File: config.mk
export PLATFORM = sky130hd
export DESIGN_NAME = uart_rx_ctrl
export DESIGN_NICKNAME = d
export VERILOG_FILES = /design/src/rtl/uart_pkg.sv /design/src/rtl/uart_rx_ctrl_fifo.sv /design/src/rtl/uart_rx_ctrl.sv
export SDC_FILE = /design/constraint.sdc
export NUM_CORES = 1
export LEC_CHECK = 0
export CORE_AREA = 2 2 284 286
export CTS_BUF_LIST = sky130_fd_sc_hd__clkbuf_16
export DETAILED_ROUTE_END_ITERATION = 16
export DIE_AREA = 0 0 286 288
export PLACE_DENSITY_LB_ADDON = 0.2
export SLEW_MARGIN = 10
export SYNTH_ARGS = -nofsm -noshare
export SYNTH_HDL_FRONTEND = slang
export SYNTH_SLANG_ARGS = --single-unit
export TNS_END_PERCENT = 1
File: constraint.sdc
create_clock -name clk -period 4.15 [get_ports clk]
set_clock_uncertainty 0.2 [all_clocks]
set_input_delay 0.6225 -clock clk [delete_from_list [all_inputs] [get_ports clk]]
set_output_delay 0.6225 -clock clk [all_outputs]
set_load 0.01 [all_outputs]
File: src/rtl/uart_pkg.sv
// Shared types and constants for the UART receive path.
// Parity modes, rx FSM states, error flag bits, frame length helper.
package uart_pkg;

  localparam int PAR_NONE = 0;
  localparam int PAR_EVEN = 1;
  localparam int PAR_ODD  = 2;

  localparam int ERR_FRAME = 0;
  localparam int ERR_PAR   = 1;

  typedef enum logic [2:0] {
    IDLE,
    START,
    DATA,
    PARITY,
    STOP,
    PUSH
  } rx_state_e;

  // Bits per character: start + data + optional parity + stop.
  function automatic int char_len(input int d_w,
                                  input int par,
                                  input int stop_b);
    return 1 + d_w + ((par != PAR_NONE) ? 1 : 0) + stop_b;
  endfunction

endpackage

File: src/rtl/uart_rx_ctrl_fifo.sv
// Synchronous FIFO with registered read data loaded on pop.
// A push while full is accepted only when a pop happens in the same cycle.
module uart_rx_ctrl_fifo #(
  parameter int W     = 10,
  parameter int DEPTH = 64
) (
  input  logic                   clk,
  input  logic                   rst,
  input  logic                   wr_en,
  input  logic [W-1:0]           wr_data,
  input  logic                   rd_en,
  output logic [W-1:0]           rd_data,
  output logic                   empty,
  output logic                   full,
  output logic [$clog2(DEPTH):0] count
);

  localparam int AW = $clog2(DEPTH);
  localparam logic [AW:0] FULL_CNT = (AW+1)'(DEPTH);

  logic [W-1:0]  mem_q [DEPTH];
  logic [AW-1:0] wr_ptr_q, wr_ptr_d;
  logic [AW-1:0] rd_ptr_q, rd_ptr_d;
  logic [AW:0]   cnt_q, cnt_d;
  logic [W-1:0]  dout_q, dout_d;
  logic          do_wr, do_rd;

  always_comb begin
    do_rd    = rd_en && (cnt_q != '0);
    do_wr    = wr_en && ((cnt_q != FULL_CNT) || do_rd);
    wr_ptr_d = wr_ptr_q;
    rd_ptr_d = rd_ptr_q;
    cnt_d    = cnt_q;
    dout_d   = dout_q;
    if (do_wr) wr_ptr_d = wr_ptr_q + 1'b1;
    if (do_rd) begin
      rd_ptr_d = rd_ptr_q + 1'b1;
      dout_d   = mem_q[rd_ptr_q];
    end
    unique case ({do_wr, do_rd})
      2'b10:   cnt_d = cnt_q + 1'b1;
      2'b01:   cnt_d = cnt_q - 1'b1;
      default: cnt_d = cnt_q;
    endcase
  end

  always_ff @(posedge clk) begin
    if (rst) begin
      wr_ptr_q <= '0;
      rd_ptr_q <= '0;
      cnt_q    <= '0;
      dout_q   <= '0;
    end else begin
      wr_ptr_q <= wr_ptr_d;
      rd_ptr_q <= rd_ptr_d;
      cnt_q    <= cnt_d;
      dout_q   <= dout_d;
    end
  end

  always_ff @(posedge clk) begin
    if (!rst && do_wr) mem_q[wr_ptr_q] <= wr_data;
  end

  assign rd_data = dout_q;
  assign empty   = (cnt_q == '0);
  assign full    = (cnt_q == FULL_CNT);
  assign count   = cnt_q;

endmodule

File: src/rtl/uart_rx_ctrl.sv
// Oversampling UART receiver feeding a FIFO with per-word error flags.
// Optional idle timeout pulse: define UART_RX_TIMEOUT_EN.
module uart_rx_ctrl
  import uart_pkg::*;
#(
  parameter int D_W      = 8,
  parameter int B_TICK   = 16,
  parameter int DEPTH    = 64,
  parameter int PAR_MODE = 0,
  parameter int STOP_B   = 1
) (
  input  logic                   clk,
  input  logic                   rst,
  input  logic                   b_clk,
  input  logic                   rx_data,
  output logic                   b_en,
  input  logic                   rd_en,
  output logic [D_W-1:0]         ff_data_out,
  output logic [1:0]             ff_err_out,
  output logic                   ff_empty,
  output logic                   ff_full,
  output logic [$clog2(DEPTH):0] ff_count,
`ifdef UART_RX_TIMEOUT_EN
  output logic                   rx_timeout,
`endif
  output logic                   overrun
);

  localparam int TW = $clog2(B_TICK);
  localparam int BW = $clog2(D_W);
  localparam logic [TW-1:0] T_HALF = TW'(B_TICK/2 - 1);
  localparam logic [TW-1:0] T_LAST = TW'(B_TICK - 1);
  localparam logic [BW-1:0] D_LAST = BW'(D_W - 1);
  localparam logic [BW-1:0] S_LAST = BW'(STOP_B - 1);
  localparam logic ODD_PAR = (PAR_MODE == PAR_ODD);

  logic            sync1_q, sync2_q, prev_q;
  rx_state_e       state_q, state_d;
  logic [TW-1:0]   tick_q, tick_d;
  logic [BW-1:0]   bit_q, bit_d;
  logic [D_W-1:0]  shift_q, shift_d;
  logic [1:0]      err_q, err_d;
  logic            ovr_q, ovr_d;
  logic            line, fell, push, drop;
  logic [D_W+1:0]  ff_rd;

  assign line = sync2_q;
  assign fell = prev_q & ~sync2_q;
  assign b_en = ~rst;

  always_comb begin
    state_d = state_q;
    tick_d  = tick_q;
    bit_d   = bit_q;
    shift_d = shift_q;
    err_d   = err_q;
    push    = 1'b0;
    unique case (state_q)
      IDLE: if (fell) begin
        state_d = START;
        tick_d  = '0;
        bit_d   = '0;
        err_d   = '0;
      end
      START: if (b_clk) begin
        if (tick_q == T_HALF) begin
          tick_d  = '0;
          bit_d   = '0;
          state_d = line ? IDLE : DATA;
        end else tick_d = tick_q + 1'b1;
      end
      DATA: if (b_clk) begin
        if (tick_q == T_LAST) begin
          tick_d  = '0;
          shift_d = {line, shift_q[D_W-1:1]};
          if (bit_q == D_LAST) begin
            bit_d   = '0;
            state_d = (PAR_MODE != PAR_NONE) ? PARITY : STOP;
          end else bit_d = bit_q + 1'b1;
        end else tick_d = tick_q + 1'b1;
      end
      PARITY: if (b_clk) begin
        if (tick_q == T_LAST) begin
          tick_d           = '0;
          err_d[ERR_PAR]   = ((^shift_q) ^ line) != ODD_PAR;
          state_d          = STOP;
        end else tick_d = tick_q + 1'b1;
      end
      STOP: if (b_clk) begin
        if (tick_q == T_LAST) begin
          tick_d = '0;
          if (!line) err_d[ERR_FRAME] = 1'b1;
          if (bit_q == S_LAST) state_d = PUSH;
          else bit_d = bit_q + 1'b1;
        end else tick_d = tick_q + 1'b1;
      end
      PUSH: begin
        push    = 1'b1;
        state_d = IDLE;
      end
      default: state_d = IDLE;
    endcase
  end

  // A full FIFO still takes the frame if the host pops in the same cycle.
  always_comb begin
    drop  = push && ff_full && !rd_en;
    ovr_d = ovr_q | drop;
`ifdef OVR_CLR_EN
    if (rd_en) ovr_d = drop;
`endif
  end

  always_ff @(posedge clk) begin
    if (rst) begin
      sync1_q <= 1'b1;
      sync2_q <= 1'b1;
      prev_q  <= 1'b1;
      state_q <= IDLE;
      tick_q  <= '0;
      bit_q   <= '0;
      shift_q <= '0;
      err_q   <= '0;
      ovr_q   <= 1'b0;
    end else begin
      sync1_q <= rx_data;
      sync2_q <= sync1_q;
      prev_q  <= sync2_q;
      state_q <= state_d;
      tick_q  <= tick_d;
      bit_q   <= bit_d;
      shift_q <= shift_d;
      err_q   <= err_d;
      ovr_q   <= ovr_d;
    end
  end

  uart_rx_ctrl_fifo #(
    .W     (D_W + 2),
    .DEPTH (DEPTH)
  ) u_fifo (
    .clk     (clk),
    .rst     (rst),
    .wr_en   (push),
    .wr_data ({err_q, shift_q}),
    .rd_en   (rd_en),
    .rd_data (ff_rd),
    .empty   (ff_empty),
    .full    (ff_full),
    .count   (ff_count)
  );

  assign ff_data_out = ff_rd[D_W-1:0];
  assign ff_err_out  = ff_rd[D_W+1:D_W];
  assign overrun     = ovr_q;

`ifdef UART_RX_TIMEOUT_EN
  localparam int TO_LIM = 4 * char_len(D_W, PAR_MODE, STOP_B) * B_TICK;
  localparam int IW = $clog2(TO_LIM + 1);
  localparam logic [IW-1:0] TO_MAX = IW'(TO_LIM);

  logic [IW-1:0] idle_q, idle_d;
  logic          to_q, to_d;

  // Counter saturates so the pulse fires once per idle stretch.
  always_comb begin
    idle_d = idle_q;
    to_d   = 1'b0;
    if ((state_q != IDLE) || fell || rd_en) idle_d = '0;
    else if (b_clk && (idle_q != TO_MAX)) begin
      idle_d = idle_q + 1'b1;
      to_d   = (idle_d == TO_MAX) && !ff_empty;
    end
  end

  always_ff @(posedge clk) begin
    if (rst) begin
      idle_q <= '0;
      to_q   <= 1'b0;
    end else begin
      idle_q <= idle_d;
      to_q   <= to_d;
    end
  end

  assign rx_timeout = to_q;
`endif

endmodule

Word-level counts from Yosys, hierarchy flattened
Memory sizes are Yosys's and may differ from the RTL's. A register that Yosys moved wholly into a read port is not among the register bits. Cells that the tools add are included.

Divide/modulo/power cells: 0. Equality and inequality tests: 26. Shift operators: 0. Multiplexer cells: 41. Reduce and logical (&&, ||, !) cells: 25. Bitwise logic cells: 5. Order comparisons: 0. Multiply operators: 0. $add $sub $neg: 6.

Operators with widths (number): $mux W3 (20); $ne A2 B2 Y1 const B (13); $mux W4 (5); $pmux W3 S5 (1); $pmux W7 S2 (1); $add A6 B1 Y6 const B (2); $pmux W3 S4 (1); $pmux W4 S3 (1); $reduce_and A11 Y1 (1); $eq A3 B3 Y1 const B (3); $reduce_and A9 Y1 (1); $mux W1 (8); $reduce_and A4 Y1 (2); $reduce_xor A8 Y1 (1); $add A7 B1 Y7 const B (1); $eq A7 B7 Y1 const B (1); $logic_not A7 Y1 (1); $ne A7 B7 Y1 const B (1); $reduce_bool A7 Y1 (1); $sub A7 B1 Y7 const B (1); $eq A3 B2 Y1 const B (2); $logic_not A3 Y1 (2); $reduce_bool A2 Y1 (3); $logic_and A1 B1 Y1 (5); 21 further kinds (25).

Output and inout port bits: 21. Memory bits (read-only): 0. Latch bits: 0. Bits in registers: 43. Bits in writable memories: 640. Memories kept: 1. Logic and storage cells: 117. Bits of input ports: 5.

Memory list: u_fifo.mem_q (depth 64, bits a word 10, read ports 1, clocked after Yosys merged registers in 1, write ports 1, line uart_rx_ctrl_fifo.sv:21) `logic [W-1:0] mem_q [DEPTH];`.

Logic depth before layout (Yosys ltp)
Gate-level depths: netlist (run 1).

Word-level depth: 7. Mapped depth: 11.

By module
A second synthesis (run 1) with hierarchy kept.

Cells, all modules: 1488. Area, all modules: 27561.4 µm².

Modules (own cells, without submodules): uart_rx_ctrl_fifo (seq. area each 19799.0 µm², area each 26202.6 µm², cells an instance 1333, instances 1); uart_rx_ctrl (seq. area each 480.5 µm², area each 1358.8 µm², cells an instance 155, instances 1).

Least setup slack after synthesis (run 1)
No wires, ideal clock.

Path kind: flip-flop to flip-flop. Start: reg u_fifo.cnt_q[0] (netlist: u_fifo.count[0]). End: reg u_fifo.cnt_q[6] (netlist: u_fifo.count[6]). Arrival: 2.558 ns. Required time: 3.876 ns. Path buffers: 0. Stages on the path, launching flop included: 12. Path slack: 1.317 ns. Setup time: 0.074 ns. Path through: dfxtp_1 > nor4_4 > nand2_2 > o21ai_4 > nor2_1 > fa_1 > a21o_1 > a21o_1 > nand2_1 > a31oi_1 > mux2_2 > a31oi_1.

Word-level cells in the longest chain between the ends: 6. Elaborated cells on any way between the ends: 11. Classes of those cells: add/sub: 2; eq/ne: 3; mux: 1; reduce/logical: 5.

RTL lines: start: declaration (line uart_rx_ctrl_fifo.sv:24) `logic [AW:0] cnt_q, cnt_d;`; start signal: assignment (line uart_rx_ctrl_fifo.sv:56) `cnt_q <= cnt_d;`; branches (longest 6 deep; another with $sub A7 B1 Y7).

Parallel ways; which one is timed is not known. A chain may end at the register's enable or synchronous reset.

Worst setup path in the final report (run 1)
Start: reg state_q[2]. End: mem u_fifo.mem_q[5][7], enable pin.

Word-level cells in the longest chain between the ends: 6.

RTL lines: start: declaration (line uart_rx_ctrl.sv:38) `rx_state_e state_q, state_d;`; start signal: assignment (line uart_rx_ctrl.sv:129) `state_q <= state_d;`; $eq A3 B3 Y1 (line uart_rx_ctrl.sv:58) `unique case (state_q)`; $mux W1 (line uart_rx_ctrl.sv:58); $logic_and A1 B1 Y1 (line uart_rx_ctrl_fifo.sv:30) `do_wr = wr_en && ((cnt_q != FULL_CNT) || do_rd);`; $logic_and A1 B1 Y1 (line uart_rx_ctrl_fifo.sv:62) `if (!rst && do_wr) mem_q[wr_ptr_q] <= wr_data;`; $mux W1 (line uart_rx_ctrl_fifo.sv:62); $mux W1 (not written as such) (line uart_rx_ctrl_fifo.sv:62); end: declaration (line uart_rx_ctrl_fifo.sv:21).

No other way between the ends.

==> results.json, run 1 <==
{
  "synth-warning-count": 0,
  "rr_worst_depth": 7,
  "clkPwrFrac": 0.409,
  "path_max_fanout": 13,
  "sw_frac_of_total": 0.2297,
  "min_from": "sync1_q",
  "synth_compound_area_frac": 0.04063,
  "rows": 104,
  "crit_type": "register to register",
  "holdPathStages": 1,
  "cts_setup_buffers": 0,
  "core-area_sq_um": 79640,
  "grt_overflow": 0,
  "worstSetupEndpointType": "register",
  "drc": 0,
  "cp_top_family": "simple AND/OR/NAND/NOR gates",
  "antenna_found_initial": 0,
  "drv_slew": 0,
  "power.switching_mw": 3.623,
  "critPathMaxStageDelay_ns": 0.60,
  "grt_start_max_net_pins": 67,
  "grt_pass1_vias": 14150,
  "worst_slew_pin_slew_ns": 1.056,
  "p_seq_frac": 0.492,
  "yosysUniqueCellTypes": 64,
  "synth_top_family_by_area": "multiplexers",
  "crit-reg2reg-capture": "u_fifo.mem_q[5][7]",
  "track_usage": 0.1632,
  "synth_cells": 1461,
  "max_freq_ghz": 0.3029,
  "required_ns": 4.26,
  "ant_nets": 0,
  "seq_area_frac_synth": 0.7382,
  "power_mw": 15.78,
  "relSlewSlack": 0.2933,
  "start_kind": "register",
  "period_share": 0.7954,
  "r2r_start": "state_q[2]",
  "synth-async-reset-ratio": 0,
  "vias": 13710,
  "synth_xor_area_frac": 0.008153,
  "setup_ws_ns": 0.8491,
  "syn-cell-area_sq_um": 27470,
  "cts_sinks": 693,
  "arrival_ns": 3.41,
  "crit_slowest_cell": "dfxtp_1",
  "cp_num_buf_inv": 1,
  "hold_buffers": 0,
  "drt_first_iter_violations": 1428,
  "synthMuxAreaShare": 0.1488,
  "root_buffer": "clkbuf_16",
  "die_x_um": 286,
  "place.gp.congestion": 0.8073,
  "synth-edff-count": 640,
  "dp_slack_ns": 0.5768,
  "cts_tree": "yes",
  "final.min_clock_period_ns": 3.301,
  "n_fill_cell": 7184,
  "combPwrFrac": 0.099,
  "die_h_um": 288,
  "start_util": 0.3449,
  "portBuffers": 25,
  "power_density_nw_per_um2": 495.8,
  "wire_per_inst_um": 24.46,
  "drive_gt1_frac": 0.2248,
  "io_pins": 26,
  "cts_buffers": 74,
  "reg2reg_setup_slack_ns": 0.85,
  "vias_per_cell": 5.084,
  "rsz0062_at_grt": "false",
  "path_cells": "nor2b_1 > and2_1 > o21ai_0 > nor3b_1 > nand2_1 > nor2_1 > buf_4",
  "first_pass_iters": 5,
  "die_area_sq_um": 82370,
  "dp_hpwl_um": 40480,
  "synth-adder-area-share": 0.006513,
  "finalHoldViolations": 0,
  "synth_simple_gate_area_frac": 0.04017,
  "diodes": 0,
  "final_net_count": 1598,
  "clk_latency_ns": 0.62,
  "area_growth_syn_to_layout_pct": 15.84,
  "synth_seq_cells": 693,
  "internal_power_mw": 12.15,
  "htree_levels": 3,
  "whs_endpoint": "line",
  "drt-total-wl_um": 65970,
  "cts_buffer_depth": 3,
  "grt_pass1_wl_um": 97970,
  "setup-violations-final": 0,
  "vdd_ir_drop_max_uv": 508.1,
  "leakage_nw": 10.91,
  "avgSynthCellArea_sq_um": 18.80,
  "tns_ns": 0,
  "status": "finished, final reports clean",
  "cap_violations": 0,
  "ys.flop_type": "edfxtp_1",
  "clk_pin_slew_worst_paths_ns": 0.06,
  "hp-class": "register to register",
  "synth_nets": 1478,
  "cts_resized": 0
}
placed cells by master, fill, tap and decap left out, drive strengths merged, types with 20 or more instances in the layout:
cell type,netlist,final
edfxtp,640,640
mux4,128,128
mux2i,111,111
nor2,108,108
buf,47,102
clkbuf,35,75
dfxtp,53,53
nand2,48,48
inv,9,38
a21oi,27,27
a22oi,27,27
clkdlybuf4s50,0,24
o22ai,20,20
registers in the layout (all words and copies together), names as in the netlist:
name,count
u_fifo.wr_ptr_q,6
state_q,3
shift_q,8
overrun,1
u_fifo.rd_ptr_q,6
u_fifo.count,7
line,1
bit_q,3
sync1_q,1
tick_q,4
err_q,2
u_fifo.mem_q,640
prev_q,1
u_fifo.rd_data,10
power by group through the flow:
| stage | combinational, mW | clock (mW) | sequential (mW) |
|---|---|---|---|
| floorplan | 1.12 | 0 | 7.82 |
| global placement | 1.57 | 0 | 7.91 |
| detailed placement | 1.57 | 0 | 7.91 |
| CTS | 1.58 | 6.62 | 7.76 |
| global route | 1.68 | 6.89 | 7.77 |
| finish | 1.56 | 6.45 | 7.77 |
metal layers:
layer	track usage	vias up	routed length [um]
li1	-	6155	-
met1	0.2349	7169	30710
met2	0.2564	311	30980
met3	0.03146	76	3242
met4	0.03770	0	1042
met5	0	-	0
cells in the mapped netlist (12+ instances only):
master | n | area share
o22ai_1 | 20 | 0.0046
clkbuf_1 | 35 | 0.0048
o21ai_0 | 15 | 0.0027
nor3_1 | 12 | 0.0022
o221ai_1 | 13 | 0.0041
nor2_1 | 108 | 0.015
mux2i_1 | 110 | 0.040
a21oi_1 | 27 | 0.0049
nand2_1 | 47 | 0.0064
a22oi_1 | 27 | 0.0074
a211oi_1 | 13 | 0.0036
buf_4 | 13 | 0.0036
buf_2 | 18 | 0.0033
mux4_2 | 128 | 0.10
nand3_1 | 15 | 0.0027
dfxtp_1 | 53 | 0.039
xnor2_1 | 13 | 0.0041
edfxtp_1 | 640 | 0.70
logic make-up after synthesis:
group	Yosys count
adders and majority gates	14
buffers and inverters	91
muxes	247
and+or+nand+nor	234
xor gates and xnor gates	24
DFF	693
AOI/OAI and AO/OA	158
area by class of cell:
class,instances,area (sq um),area share
Tap cell,1060,1326,0.04168
Clock buffer,75,1877,0.05898
Inverter,9,33.78,0.001062
Timing Repair Buffer,126,1079,0.03389
Sequential cell,693,20310,0.6381
Clock inverter,57,481.7,0.01514
Multi-Input combinational cell,677,6718,0.2111
how the worst max path moves through the flow:
| stage | start | to | slack (ns) | cells past startpoint |
|---|---|---|---|---|
| after detailed placement | rd_en | u_fifo.mem_q[18][1] | 0.58 | 8 |
| after CTS | state_q[2] | u_fifo.mem_q[5][5] | 0.85 | 7 |
| after global placement | rd_en | u_fifo.mem_q[58][3] | 0.62 | 8 |
| final | state_q[2] | u_fifo.mem_q[5][7] | 0.85 | 7 |
| after global routing | state_q[2] | u_fifo.mem_q[5][8] | 0.64 | 7 |
| after floorplan | u_fifo.count[0] | u_fifo.count[6] | 1.32 | 11 |
stage by stage:
step	hold WS [ns]	utilization	cells	instance area, sq um
after floorplan	0.1895	-	1461	27470
after global placement	0.2056	0.3700	2565	29460
after detailed placement	0.2045	0.3700	2565	29460
after CTS	0.1632	0.3996	2697	31820
after global routing	0.1931	0.3996	2697	31820
final	0.2051	0.3996	2697	31820
No activity file was read; power rests on OpenSTA's default activity.
==> run 2: changes to the inputs <==
- clock period: 4.15 -> 3.2 ns (I/O delays scaled with it)
==> results.json, run 2 (synthesized netlist as in run 1, its figures left out) <==
{
  "status": "finished, final reports clean",
  "final_cells": 2714,
  "critPathMaxStageDelay_ns": 0.42,
  "drt-total-wl_um": 63830,
  "drc": 0,
  "die_area_sq_um": 82370,
  "cts_tree": "yes",
  "wire_per_inst_um": 23.52,
  "worstSetupEndpointType": "register",
  "cts_sinks": 693,
  "setup_ws_ns": 0.1394,
  "grt_start_max_net_pins": 67,
  "track_usage": 0.1572,
  "dp_slack_ns": -0.01612,
  "drv_slew": 0,
  "place.gp.congestion": 0.7914,
  "final.min_clock_period_ns": 3.061,
  "first_pass_iters": 5,
  "ant_nets": 0,
  "grt_overflow": 0,
  "area_growth_syn_to_layout_pct": 16.71,
  "max_freq_ghz": 0.3267,
  "clk_latency_ns": 0.60,
  "die_x_um": 286,
  "required_ns": 3.52,
  "dp_hpwl_um": 40200,
  "worst_slew_pin_slew_ns": 1.091,
  "htree_levels": 3,
  "grt_pass1_vias": 14430,
  "cts_buffers": 74,
  "finalHoldViolations": 0,
  "power_density_nw_per_um2": 642.9,
  "grt_pass1_wl_um": 95260,
  "arrival_ns": 3.38,
  "die_h_um": 288,
  "vdd_ir_drop_max_uv": 515.7,
  "path_max_fanout": 6,
  "cts_buffer_depth": 3,
  "vias_per_cell": 5.076,
  "cap_violations": 0,
  "crit_slowest_cell": "nor4_4",
  "start_util": 0.3449,
  "drt_first_iter_violations": 985,
  "io_pins": 26,
  "final_common_cell": "edfxtp_1",
  "crit_top_cell": "a21o_1",
  "vias": 13780,
  "stdcell_area_sq_um": 32060,
  "most-common-layout-cells": "640 x edfxtp_1, 128 x mux4_2, 115 x buf_4",
  "n_fill_cell": 7174,
  "path_cells": "nor4_4 > nand2_2 > o21ai_4 > nor2_1 > buf_4 > fa_1 > a21o_1 > a21o_1 > nand2_1 > a31oi_1 > mux2_2 > a31oi_2",
  "rows": 104,
  "dpl_cell_area_sq_um": 29660,
  "fin_hold_ws_ns": 0.2121,
  "final_net_count": 1622,
  "diodes": 0,
  "largest_reg_flops": 640,
  "crit_type": "register to register",
  "setup-violations-final": 0,
  "antenna_found_initial": 0,
  "period_share": 0.9564,
  "portBuffers": 25,
  "start_kind": "register",
  "regMostFlops": "u_fifo.mem_q",
  "drive_gt1_frac": 0.2394,
  "core-area_sq_um": 79640,
  "relSlewSlack": 0.2725,
  "hp-class": "register to register",
  "clk_pin_slew_worst_paths_ns": 0.06,
  "root_buffer": "clkbuf_16",
  "dp_cells": 2587,
  "leakage_nw": 10.99
}
==> run 2: changes by cell type in the layout (fill, tap and decap cells not counted), sizes merged <==
cell	change
buf	+23
clkinv	+7
clkbuf	+2
inv	-16
dlygate4sd3	+1
==> run 2: cell type report <==
cell class / count / area, sq um / share of cell area
clock buffer: 77 / 1927 / 0.06010
clock inverter: 48 / 445.4 / 0.01389
inverter: 9 / 33.78 / 0.001054
multi-input combinational: 677 / 6724 / 0.2097
sequential: 693 / 20300 / 0.6333
tap: 1060 / 1326 / 0.04137
timing repair buffer: 150 / 1299 / 0.04051
==> run 2: final timing paths <==
| check | from | to | slack, ns | cells after the start |
|---|---|---|---|---|
| max | u_fifo.count[1] | u_fifo.count[6] | 0.14 | 12 |
| min | sync1_q | line | 0.21 | 1 |
| max reg2reg | u_fifo.count[1] | u_fifo.count[6] | 0.14 | 12 |
| min reg2reg | sync1_q | line | 0.21 | 1 |
==> run 2: stage by stage <==
stage	total power, mW	utilization	TNS [ns]
after detailed placement	12.39	0.3725	-0.1576
final	20.61	0.4026	0
after CTS	20.82	0.4024	0
after floorplan	11.59	-	0
after global routing	21.36	0.4026	-0.02073
after global placement	12.38	0.3725	-0.4293
==> run 2: repair_timing <==
item                                    4_1_cts  5_1_grt
buffers inserted                              0        1
gates resized for setup                       0        2
hold endpoints to repair                      4        0
endpoints found under the setup margin        0        1
hold buffers                                  1        0
==> run 2: critical path: cells and delay by family (launching register included) <==
| kind | cells | cell delay, ns |
|---|---|---|
| muxes | 1 | 0.30 |
| and+or+nand+nor | 4 | 0.74 |
| adders and majority gates | 1 | 0.39 |
| buffers and inverters | 1 | 0.15 |
| DFF | 1 | 0.36 |
| AOI/OAI and AO/OA | 5 | 0.83 |
==> run 2: per-layer routing <==
layer,track usage,share of wire,vias to the layer above
li1,-,-,6189
met1,0.2166,0.45,7186
met2,0.2589,0.49,319
met4,0.03848,0.018,0
met3,0.02829,0.051,82
met5,0,0,-
==> run 2: report_power, final <==
part / switching (mW) / total [mW] / internal [mW]
Sequential: 0.155 / 10.0 / 9.84
Clock: 3.34 / 8.39 / 5.05
Combinational: 1.18 / 2.22 / 1.04
Total: 4.68 / 20.6 / 15.9
